--- src/rtl/painterengine_gpu_writer_scheduler.sv ---
// -----------------------------------------------------------------------------
// painterengine_gpu_writer_scheduler
//
// Round-robin job scheduler in front of the shared GPU DMA writer. Four
// requesters compete for the writer. The winner's one-hot route is presented
// while the writer is still held in reset. The writer is then released, and the
// scheduler waits for done, error or a watchdog timeout. It pulses a
// per-channel ack and re-arms the writer by holding its reset low again.
//
// Handshake: i_wire_request[n] is a level. It stays high until the cycle after
// the requester sees o_wire_ack[n]. The ack is a single-cycle pulse that is
// raised only for the granted channel. The request is sampled only in IDLE.
//
// Ports
//   i_wire_clock              clock, all logic on the rising edge
//   i_wire_reset              synchronous active-high reset
//   i_wire_request[3:0]       per-channel job request (level)
//   o_wire_ack[3:0]           one-cycle completion pulse on granted channel
//   o_wire_status_error[3:0]  per-channel error flag, updated at that ack
//   o_wire_error_type[2:0]    error type of last failed job (3'b111 = timeout)
//   o_wire_busy               high whenever the scheduler is not IDLE
//   o_wire_grant_index[1:0]   current / last granted channel
//   o_wire_writer_router[3:0] one-hot route to the writer, 0 when idle
//   o_wire_writer_resetn      active-low reset to the writer
//   i_wire_writer_done        writer done level
//   i_wire_writer_error       writer error level
//   i_wire_writer_error_type  writer error type
//
// PARAM_TIMEOUT_CYCLES must be >= 1.
// PARAM_REARM_CYCLES must be >= 2, so that IDLE sees a dropped request.
// -----------------------------------------------------------------------------
module painterengine_gpu_writer_scheduler #(
   parameter int unsigned PARAM_TIMEOUT_CYCLES = 65535,
   parameter int unsigned PARAM_REARM_CYCLES   = 2
) (
   input  logic       i_wire_clock,
   input  logic       i_wire_reset,
   input  logic [3:0] i_wire_request,
   output logic [3:0] o_wire_ack,
   output logic [3:0] o_wire_status_error,
   output logic [2:0] o_wire_error_type,
   output logic       o_wire_busy,
   output logic [1:0] o_wire_grant_index,
   output logic [3:0] o_wire_writer_router,
   output logic       o_wire_writer_resetn,
   input  logic       i_wire_writer_done,
   input  logic       i_wire_writer_error,
   input  logic [2:0] i_wire_writer_error_type
);

   localparam logic [1:0] ST_IDLE  = 2'd0;
   localparam logic [1:0] ST_GRANT = 2'd1;
   localparam logic [1:0] ST_RUN   = 2'd2;
   localparam logic [1:0] ST_REARM = 2'd3;

   localparam logic [15:0] TMO_LAST   = 16'(PARAM_TIMEOUT_CYCLES - 1);
   localparam logic [15:0] REARM_LAST = 16'(PARAM_REARM_CYCLES - 1);
   localparam logic [2:0]  ERR_TIMEOUT = 3'b111;

   logic [1:0]  state_q, state_d;
   logic [3:0]  router_q, router_d;
   logic        resetn_q, resetn_d;
   logic [3:0]  ack_q, ack_d;
   logic [3:0]  status_q, status_d;
   logic [2:0]  err_type_q, err_type_d;
   logic        busy_q, busy_d;
   logic [1:0]  grant_q, grant_d;
   logic [1:0]  rr_q, rr_d;
   logic [15:0] tmo_q, tmo_d;
   logic [15:0] rearm_q, rearm_d;

   // Round-robin pick. The scan covers rr+1 .. rr+4 (mod 4). Walking k downward
   // means the closest set bit after the pointer is the last one written, so it
   // wins.
   logic       pick_valid;
   logic [1:0] pick_idx;
   logic [1:0] cand;

   always_comb begin
      pick_valid = 1'b0;
      pick_idx   = rr_q;
      cand       = rr_q;
      for (int k = 4; k >= 1; k--) begin
         cand = rr_q + 2'(k);
         if (i_wire_request[cand]) begin
            pick_valid = 1'b1;
            pick_idx   = cand;
         end
      end
   end

   // Completion decode for RUN. Error beats done, and done beats the watchdog.
   logic       run_complete;
   logic       run_is_error;
   logic [2:0] run_err_type;

   always_comb begin
      run_complete = 1'b0;
      run_is_error = 1'b0;
      run_err_type = err_type_q;
      if (i_wire_writer_error) begin
         run_complete = 1'b1;
         run_is_error = 1'b1;
         run_err_type = i_wire_writer_error_type;
      end else if (i_wire_writer_done) begin
         run_complete = 1'b1;
      end else if (tmo_q == TMO_LAST) begin
         run_complete = 1'b1;
         run_is_error = 1'b1;
         run_err_type = ERR_TIMEOUT;
      end
   end

   always_comb begin
      state_d    = state_q;
      router_d   = router_q;
      resetn_d   = resetn_q;
      ack_d      = 4'b0000;
      status_d   = status_q;
      err_type_d = err_type_q;
      busy_d     = busy_q;
      grant_d    = grant_q;
      rr_d       = rr_q;
      tmo_d      = tmo_q;
      rearm_d    = rearm_q;

      case (state_q)
         ST_IDLE: begin
            resetn_d = 1'b0;
            router_d = 4'b0000;
            if (pick_valid) begin
               grant_d  = pick_idx;
               router_d = 4'b0001 << pick_idx;
               busy_d   = 1'b1;
               state_d  = ST_GRANT;
            end
         end
         ST_GRANT: begin
            // The router has been stable for one cycle while the writer was in
            // reset. The writer is released now.
            resetn_d = 1'b1;
            tmo_d    = 16'd0;
            state_d  = ST_RUN;
         end
         ST_RUN: begin
            if (run_complete) begin
               ack_d             = 4'b0001 << grant_q;
               status_d[grant_q] = run_is_error;
               err_type_d        = run_err_type;
               resetn_d          = 1'b0;
               router_d          = 4'b0000;
               rr_d              = grant_q;
               rearm_d           = 16'd0;
               state_d           = ST_REARM;
            end else begin
               tmo_d = tmo_q + 16'd1;
            end
         end
         ST_REARM: begin
            resetn_d = 1'b0;
            if (rearm_q == REARM_LAST) begin
               busy_d  = 1'b0;
               state_d = ST_IDLE;
            end else begin
               rearm_d = rearm_q + 16'd1;
            end
         end
         default: begin
            state_d = ST_IDLE;
         end
      endcase
   end

   always_ff @(posedge i_wire_clock) begin
      if (i_wire_reset) begin
         state_q    <= ST_IDLE;
         router_q   <= 4'b0000;
         resetn_q   <= 1'b0;
         ack_q      <= 4'b0000;
         status_q   <= 4'b0000;
         err_type_q <= 3'b000;
         busy_q     <= 1'b0;
         grant_q    <= 2'd0;
         rr_q       <= 2'd3;
         tmo_q      <= 16'd0;
         rearm_q    <= 16'd0;
      end else begin
         state_q    <= state_d;
         router_q   <= router_d;
         resetn_q   <= resetn_d;
         ack_q      <= ack_d;
         status_q   <= status_d;
         err_type_q <= err_type_d;
         busy_q     <= busy_d;
         grant_q    <= grant_d;
         rr_q       <= rr_d;
         tmo_q      <= tmo_d;
         rearm_q    <= rearm_d;
      end
   end

   assign o_wire_ack           = ack_q;
   assign o_wire_status_error  = status_q;
   assign o_wire_error_type    = err_type_q;
   assign o_wire_busy          = busy_q;
   assign o_wire_grant_index   = grant_q;
   assign o_wire_writer_router = router_q;
   assign o_wire_writer_resetn = resetn_q;

endmodule

--- config.mk ---
export PLATFORM = sky130hd
export DESIGN_NAME = painterengine_gpu_writer_scheduler
export DESIGN_NICKNAME = d
export VERILOG_FILES = /design/src/rtl/painterengine_gpu_writer_scheduler.sv
export SDC_FILE = /design/constraint.sdc
export NUM_CORES = 1
export LEC_CHECK = 0
export ABC_CLOCK_PERIOD_IN_PS = 3700
export CAP_MARGIN = 20
export CORE_UTILIZATION = 55
export CTS_BUF_LIST = sky130_fd_sc_hd__clkbuf_8
export DETAILED_ROUTE_END_ITERATION = 6
export PLACE_DENSITY = 0.78
export SETUP_SLACK_MARGIN = 0.2
export SYNTH_ARGS = -nofsm -noshare
export SYNTH_HDL_FRONTEND = slang
export SYNTH_SLANG_ARGS = --single-unit
--- constraint.sdc ---
create_clock -name i_wire_clock -period 3.7 [get_ports i_wire_clock]
set_input_delay 0.74 -clock i_wire_clock [delete_from_list [all_inputs] [get_ports i_wire_clock]]
set_output_delay 0.74 -clock i_wire_clock [all_outputs]
set_load 0.02 [all_outputs]
==> results of run 1 <==
## cell type report
type / instances / share of cell area [%]
Timing Repair Buffer: 33 / 10.1
Tap cell: 67 / 2.65
Sequential cell: 55 / 34.7
Clock buffer: 6 / 2.61
Clock inverter: 2 / 1.11
Multi-Input combinational cell: 245 / 47.3
Inverter: 13 / 1.54
## cells in the final DEF (no fill, tap or decap), types with 8 or more instances in the layout
master	synthesis	routed
sky130_fd_sc_hd__o21ai_0	14	14
sky130_fd_sc_hd__clkdlybuf4s50_1	0	29
sky130_fd_sc_hd__inv_1	13	13
sky130_fd_sc_hd__nand3_1	10	10
sky130_fd_sc_hd__dfxtp_1	55	55
sky130_fd_sc_hd__nand4_1	11	11
sky130_fd_sc_hd__a21oi_1	38	37
sky130_fd_sc_hd__nand2_1	32	32
sky130_fd_sc_hd__ha_1	8	8
sky130_fd_sc_hd__nor2_1	21	21
sky130_fd_sc_hd__or3_1	10	10
sky130_fd_sc_hd__o31ai_1	14	14
sky130_fd_sc_hd__or4_1	13	13
## worst max path at each step
| stage | start | endpoint | depth (start not counted) |
|---|---|---|---|
| final | tmo_q[6] | o_wire_status_error[3] | 6 |
| after global routing | tmo_q[6] | o_wire_status_error[2] | 6 |
| after CTS | tmo_q[6] | o_wire_status_error[3] | 6 |
| after detailed placement | i_wire_writer_error | o_wire_status_error[3] | 6 |
| after global placement | i_wire_reset | tmo_q[4] | 5 |
| after floorplan | state_q[0] | rearm_q[0] | 10 |
## power by group
group,internal (mW),switching (mW),total [mW]
clock network,0.219,0.192,0.411
registers,0.650,0.0517,0.701
logic,0.232,0.367,0.599
total,1.10,0.611,1.71
## sequential cells by signal, indices dropped and copies added, names as in the netlist
register,count
o_wire_status_error,4
o_wire_ack,4
o_wire_writer_router,4
state_q,2
rearm_q,16
o_wire_writer_resetn,1
o_wire_busy,1
o_wire_error_type,3
rr_q,2
o_wire_grant_index,2
tmo_q,16
## routing by layer
metal,GRT usage [%],vias up,routed length (um)
met5,0,-,0
met4,5.23,0,46
met3,6.11,4,177
met2,38.9,47,2900
met1,32.9,1173,2750
li1,-,1263,-
## cells by family after synthesis
group                    share of synthesized area [%]
AO/OA/AOI/OAI                                     22.7
XOR/XNOR                                         0.642
adder cells (fa/ha/maj)                           3.67
buffers and inverters                             4.95
flip-flops                                        40.3
multiplexers                                     0.733
AND/OR/NAND/NOR                                   26.9
## critical path: stages, from the launching register on
cell and delay [ns]:
sky130_fd_sc_hd__dfxtp_1 0.42, sky130_fd_sc_hd__nand4_1 0.16, sky130_fd_sc_hd__or4_4 0.64, sky130_fd_sc_hd__a21oi_2 0.66, sky130_fd_sc_hd__buf_4 0.27, sky130_fd_sc_hd__a31oi_1 0.09
sky130_fd_sc_hd__a311oi_1 0.24
## through the flow
stage,power (mW),hold slack (ns),util [%]
floorplan,1.12,0.443,-
global placement,1.29,0.441,64.2
detailed placement,1.31,0.451,64.2
CTS,1.72,0.466,66.7
global route,1.81,0.490,66.7
finish,1.71,0.457,66.7
==> run summary, run 1 <==
The run finished with clean final reports. Counting flops with a built-in enable in the synthesized netlist gives 0. The share of async-settable or async-resettable flops after synthesis works out to 0%.

Top flip-flop cell by instance count after synthesis: sky130_fd_sc_hd__dfxtp_1. The area taken by multi-input logic gates was 1500 um2; the deepest clock path buffer count was 2. Using the TritonRoute via totals, the vias-per-cell ratio works out to 5.91. Filler cell count in the final layout: 416. Clock-pin slew was measured on the worst setup and hold paths at 0.10 ns. The critical path start-end classification was reg2reg. The worst voltage drop across the vdd grid is 0.368 mV, and the number of H-tree levels is 2. The tool flagged a number of max-cap violations equal to 0.

Post-route fraction of the period consumed by the critical path: 69.2%. CTS saw 55 sinks. The first global-routing pass estimated 10.0 mm of wire. The number of inserted diodes is 0. The worst hold path terminates at o_wire_writer_resetn. The detail route stage leaves a number of antenna-violating nets equal to 0. The run gives 0 as the number of antenna violations at the first check in global routing. Ranked by instance count, the synthesized netlist is headed by 55 x sky130_fd_sc_hd__dfxtp_1, 38 x sky130_fd_sc_hd__a21oi_1, 32 x sky130_fd_sc_hd__nand2_1. Setup violations remaining at the end of the flow were counted as 0.

The worst setup path is launched from a flop. The floorplan core area is 4750 um2. The horizontal die dimension was 72.5 um. 30 I/O pins were placed. For the number of buffers added for setup after CTS, the log shows 0. Total iterations of the first detailed-routing run: 4. After routing the design area is 3170 um2. At the worst endpoint, the required time is 3.92 ns. The tools report the die outline area as 5250 um2.

For this block, the via count after detailed routing is 2487. In this run the tool buffered the top-level ports with 29 buffer cells. After floorplanning, the core was divided into 25 placement rows. The run gives 331 as the count of mapped cells out of synthesis. Counting instances, the worst hold path has a depth of 2. The worst register-to-register path has a setup slack of 1.14 ns.

The worst hold path begins at o_wire_writer_resetn. The clock skew after layout is 0.00427 ns, and the remaining design rule violation count is 0. Post-layout minimum cycle time: 2.56 ns.

For this run the aggregate overflow at the end of global routing stands at 0. The detailed router finished its first iteration with 260 violations. Along the worst path, the maximum fanout reaches 20. The net count of the finished layout is 372. TritonCTS built the clock tree. Once layout is complete, the cells apart from fillers number 421.

The worst-case setup margin in the final layout came out at 1.14 ns. The maximum number of pins on one net before global-route repair is 22. The wire-length estimate of the detail-placed layout is 4.11 mm. For the number of warnings reported in the yosys synthesis log, the log shows 0.

For the data arrival at the endpoint of the critical path, the log shows 2.78 ns. By area the synthesized netlist is led by sky130_fd_sc_hd__dfxtp_1 40%, sky130_fd_sc_hd__a21oi_1 7.0%, sky130_fd_sc_hd__nand2_1 4.4%, sky130_fd_sc_hd__o31ai_1 3.8%, sky130_fd_sc_hd__ha_1 3.7%. The logs give 2166 for the via count of the first global-routing pass and 0.391 GHz for the highest achievable clock rate. For the post-synth net total, the log shows 350. Each instance of the synthesized netlist takes up on average 8.25 um2. The later pin in the worst-skew pair is clocked with a latency of 0.31 ns. The post-synthesis sequential element count came out at 55. The worst flop-to-flop path startpoint is tmo_q[6].

The analysis attributes to cell leakage a power of 1.09 nW. The sequential cell area fraction in the yosys report is 40.3%. The sequential cells in the finished layout cover a total of 1100 um2. After synthesis the cells add up to 2730 um2. The power density over the cells was 540 nW/um2.

Setup repair after global routing left no endpoint under its margin. Global routing consumed, over all layers together, 24.2% of the routing resources. The tree is rooted in a sky130_fd_sc_hd__clkbuf_8.

Summed negative setup slack over all endpoints: 0 ns. Die height: 72.5 um. The number of distinct library cells after synthesis is 47, and the cell area after placement is 3050 um2.

The run gives 48.5% as the worst relative slew slack. The congestion estimate from routability-driven global placement came to 0.753. The most numerous cell in the Yosys netlist is sky130_fd_sc_hd__dfxtp_1. The share of final-layout standard cells stronger than drive strength 1 was 5.37%; the worst-margin pin slew was 0.773 ns. Of the post-synthesis cell area, the dominant cell type holds 40.3%.

The number of cells on the worst reg-to-reg path is 6. The max-slew violation count is 0. The min-delay analysis places its worst path in the category reg2reg. The biggest area contributor in the post-synthesis netlist is sky130_fd_sc_hd__dfxtp_1.

Average wire per standard cell: 14.0 um. Once the floorplan was initialized, standard cells occupied 57.4% of the core. From synthesis to final layout, the design area changed by 16.1%. The capturing element type of the critical path was a flop. The routed design has 5.87 mm of wire. The logs give 5 for the total clock buffers created by CTS and 0 for the hold violation total from the final report.

In this run, post-CTS repair resized a total of 0 instances. The tools report the pre-CTS worst setup slack as 1.01 ns. Counting tap cells, the placed design contains a total of 413 instances.

Capturing point of the worst reg2reg path: o_wire_status_error[3]. Cts-stage hold buffer count: 0.
Power figures use the tool's default switching activity.
==> inputs of run 2 (changes only) <==
--- a/config.mk
+++ b/config.mk
@@ -5,7 +5,7 @@
 export SDC_FILE = /design/constraint.sdc
 export NUM_CORES = 1
 export LEC_CHECK = 0
-export ABC_CLOCK_PERIOD_IN_PS = 3700
+export ABC_CLOCK_PERIOD_IN_PS = 2500
 export CAP_MARGIN = 20
 export CORE_UTILIZATION = 55
 export CTS_BUF_LIST = sky130_fd_sc_hd__clkbuf_8
==> constraint.sdc (replaced) <==
create_clock -name i_wire_clock -period 2.5 [get_ports i_wire_clock]
set_input_delay 0.5 -clock i_wire_clock [delete_from_list [all_inputs] [get_ports i_wire_clock]]
set_output_delay 0.5 -clock i_wire_clock [all_outputs]
set_load 0.02 [all_outputs]
==> run 2 against run 1 <==
Core utilization grew 1.1 points; global-route usage shrank 0.54 points; register-to-register slack lost 0.82 ns; total power grew 52%; sequential share of layout area shrank 0.54 points; first-iteration DRC count shrank 37%; count of clock-buffer cells in the layout is the same; critical path type unchanged; highest routed layer unchanged.
==> run summary, run 2 (synthesis results as in run 1) <==
For this run, the slowest stage of the critical path takes 0.64 ns. The clock skew after layout was 0.00688 ns. The final layout contains 377 nets.

The clock network power share is 23.7%. The floorplan core area is 4750 um2. The critical path capture point was rearm_q[13]. The net switching power of the design came out at 921 uW.

Via count of the first global-routing pass: 2282. The horizontal die dimension came out at 72.5 um. The tools report the number of antenna violations at the first check in global routing as 0. At the end of routability-driven placement, the weighted congestion stood at 0.844. The maximum number of pins on one net before global-route repair came out at 32. The hold violation total from the final report is 0, and the depth of the critical timing path with buffers and inverters included is 5. The library cell used most frequently in the layout, excluding fill and tap cells, is sky130_fd_sc_hd__dfxtp_1. The largest registers in the layout are rearm_q x16, tmo_q x16.

Buffers inserted during clock tree synthesis total 5. For this run the aggregate overflow at the end of global routing stands at 0. The number of antenna diodes in the final layout is 0. The tools report the number of buffers added for setup after CTS as 0. The max-slew violation count was 0. The min-delay analysis places its worst path in the category reg2reg.

The static leakage power is 1.11 nW. The number of buffers and inverters on the critical path is 0. Setup repair after global routing left no endpoint under its margin. The run finished with clean final reports.

The count of buffers added on input and output ports is 29. Including well taps, the total number of placed cells is 418. The worst path required time came out at 2.75 ns.

Cell type group with the largest total delay on the critical path: simple AND/OR/NAND/NOR gates. Beginning of the worst hold path: o_wire_writer_resetn. For this design the top-level I/O count stands at 30. The first TritonRoute pass finished after 4 iterations. The worst flop-to-flop path startpoint was tmo_q[7]. The run gives 5250 um2 as the die outline area.

The number of gates resized after CTS was 0. The worst setup path is captured at a flop. TritonCTS built the clock tree.

The capturing point of the worst reg2reg path was rearm_q[13]. The detailed-route vias per instance was 5.80; the number of H-tree levels was 2. The area growth from synthesis to layout is 17.9%.

For this block, the initial DRC count from the detailed router was 165. The die height was 72.5 um; the wire length of the first global-routing pass was 9.83 mm. In the routed design, unresolved DRC markers number 0. The routed design has 5.87 mm of wire.

The placed instances occupy a cell area of 3100 um2. The part of the power in registers came out at 39.9%. The number of cells on the worst reg-to-reg path is 5, and the total power is 2.60 mW.

The final route contains 2469 vias. The run gives 4.20 mm as the final HPWL from detailed placement. The signal on the critical path passes through nand4_1 > or4_4 > and2_4 > or4_1 > a21oi_1. The share of final-layout standard cells stronger than drive strength 1 works out to 6.69%. The logs give 426 for the final non-filler cell total and 0 for the remaining number of nets flagged by the antenna check after routing.

Dividing the detail-routed wire length by the instance count gives 13.8 um. The summed negative setup slack over all endpoints came out at 0 ns. For this run, the top clock speed supported by timing is 0.459 GHz. In the global route stage, overall resource usage came out at 23.7%. Net switching is 35.4% of the power. Setup violations remaining at the end of the flow were counted as 0.

Counting instances, the worst hold path has a depth of 2. The worst path uses 87.2% of the clock period. The deepest clock path buffer count is 2, and the slack of the worst reg-to-reg path is 0.32 ns. For the worst setup path, the data arrival time is 2.43 ns. For the number of clock sinks seen by CTS, the log shows 55.

The slowest stage of the critical path belongs to the cell sky130_fd_sc_hd__or4_4. Of all nets on the critical path, the largest fanout is 20. At the later pin of the worst-skew pair, clock insertion delay measures 0.31 ns. Hold repair after CTS inserted 0 buffers. The startpoint of the worst setup timing path was tmo_q[7].

The critical path in this run is classified as reg2reg. The top cell types in the final layout, fill and taps aside, are 55 x sky130_fd_sc_hd__dfxtp_1, 37 x sky130_fd_sc_hd__a21oi_1, 32 x sky130_fd_sc_hd__nand2_1. IR analysis of the VDD net gives a maximum drop of 0.760 mV. In this run the clock root is driven by a sky130_fd_sc_hd__clkbuf_8. Per report_power, the combinational group accounts for 36.4% of the total.

The cell-internal power was 1.68 mW; the final non-filler cell area was 3220 um2. The total number of placement rows was 25. Clock-pin slew was measured on the worst setup and hold paths at 0.10 ns. At the pin with the least slew margin, the transition time is 0.583 ns.

For this design the ratio of total power to cell area is 808 nW/um2. Across the run, the number of max-cap violations was 0. The post-layout minimum cycle time came out at 2.18 ns. STA classifies the critical path startpoint as a flop. The run gives 57.4% as the initial core utilization. For the worst relative slew slack, the log shows 60.8%.
-- run 2: changes by cell type in the layout (fill, tap and decap cells not counted), sizes merged --
cell and delta:
buf +5
-- run 2: metal layers --
layer	GRT usage, %	part of all wire (%)	vias up
li1	-	-	1274
met1	29.6	48	1136
met2	38.9	47	47
met3	4.86	3.5	12
met4	11.3	1.7	0
met5	0	0	-
-- run 2: area by class of cell --
class	count	area, um2
Clock inverter	2	35.0
Tap cell	67	83.8
Timing Repair Buffer	38	370
Fill cell	403	1540
Clock buffer	6	82.6
Inverter	13	48.8
Sequential cell	55	1100
Multi-Input combinational cell	245	1500
-- run 2: worst reg2reg max path, stage by stage, from the launching register on --
cell                      delay [ns]
sky130_fd_sc_hd__dfxtp_1        0.42
sky130_fd_sc_hd__nand4_1        0.17
sky130_fd_sc_hd__or4_4          0.64
sky130_fd_sc_hd__and2_4         0.24
sky130_fd_sc_hd__or4_1          0.51
sky130_fd_sc_hd__a21oi_1        0.15
-- run 2: through the flow --
step	hold slack, ns	worst slack (ns)	utilization, %
final	0.452	0.319	67.7
after detailed placement	0.446	0.261	65.2
after global placement	0.445	0.296	65.2
after global routing	0.489	0.239	67.7
after CTS	0.457	0.330	67.7
after floorplan	0.443	0.424	-
-- run 2: how the worst min path moves through the flow --
stage                                    to
detailed placement  o_wire_writer_router[3]
floorplan                       rearm_q[15]
finish                 o_wire_writer_resetn
CTS                    o_wire_writer_resetn
global route           o_wire_error_type[2]
global placement    o_wire_writer_router[3]
-- run 2: power by group through the flow --
stage	Clock, mW	Combinational (mW)	Sequential [mW]
after floorplan	0	0.567	1.10
after global placement	0	0.930	1.05
after detailed placement	0	0.941	1.06
after CTS	0.627	0.948	1.04
after global routing	0.660	1.03	1.05
final	0.616	0.946	1.04
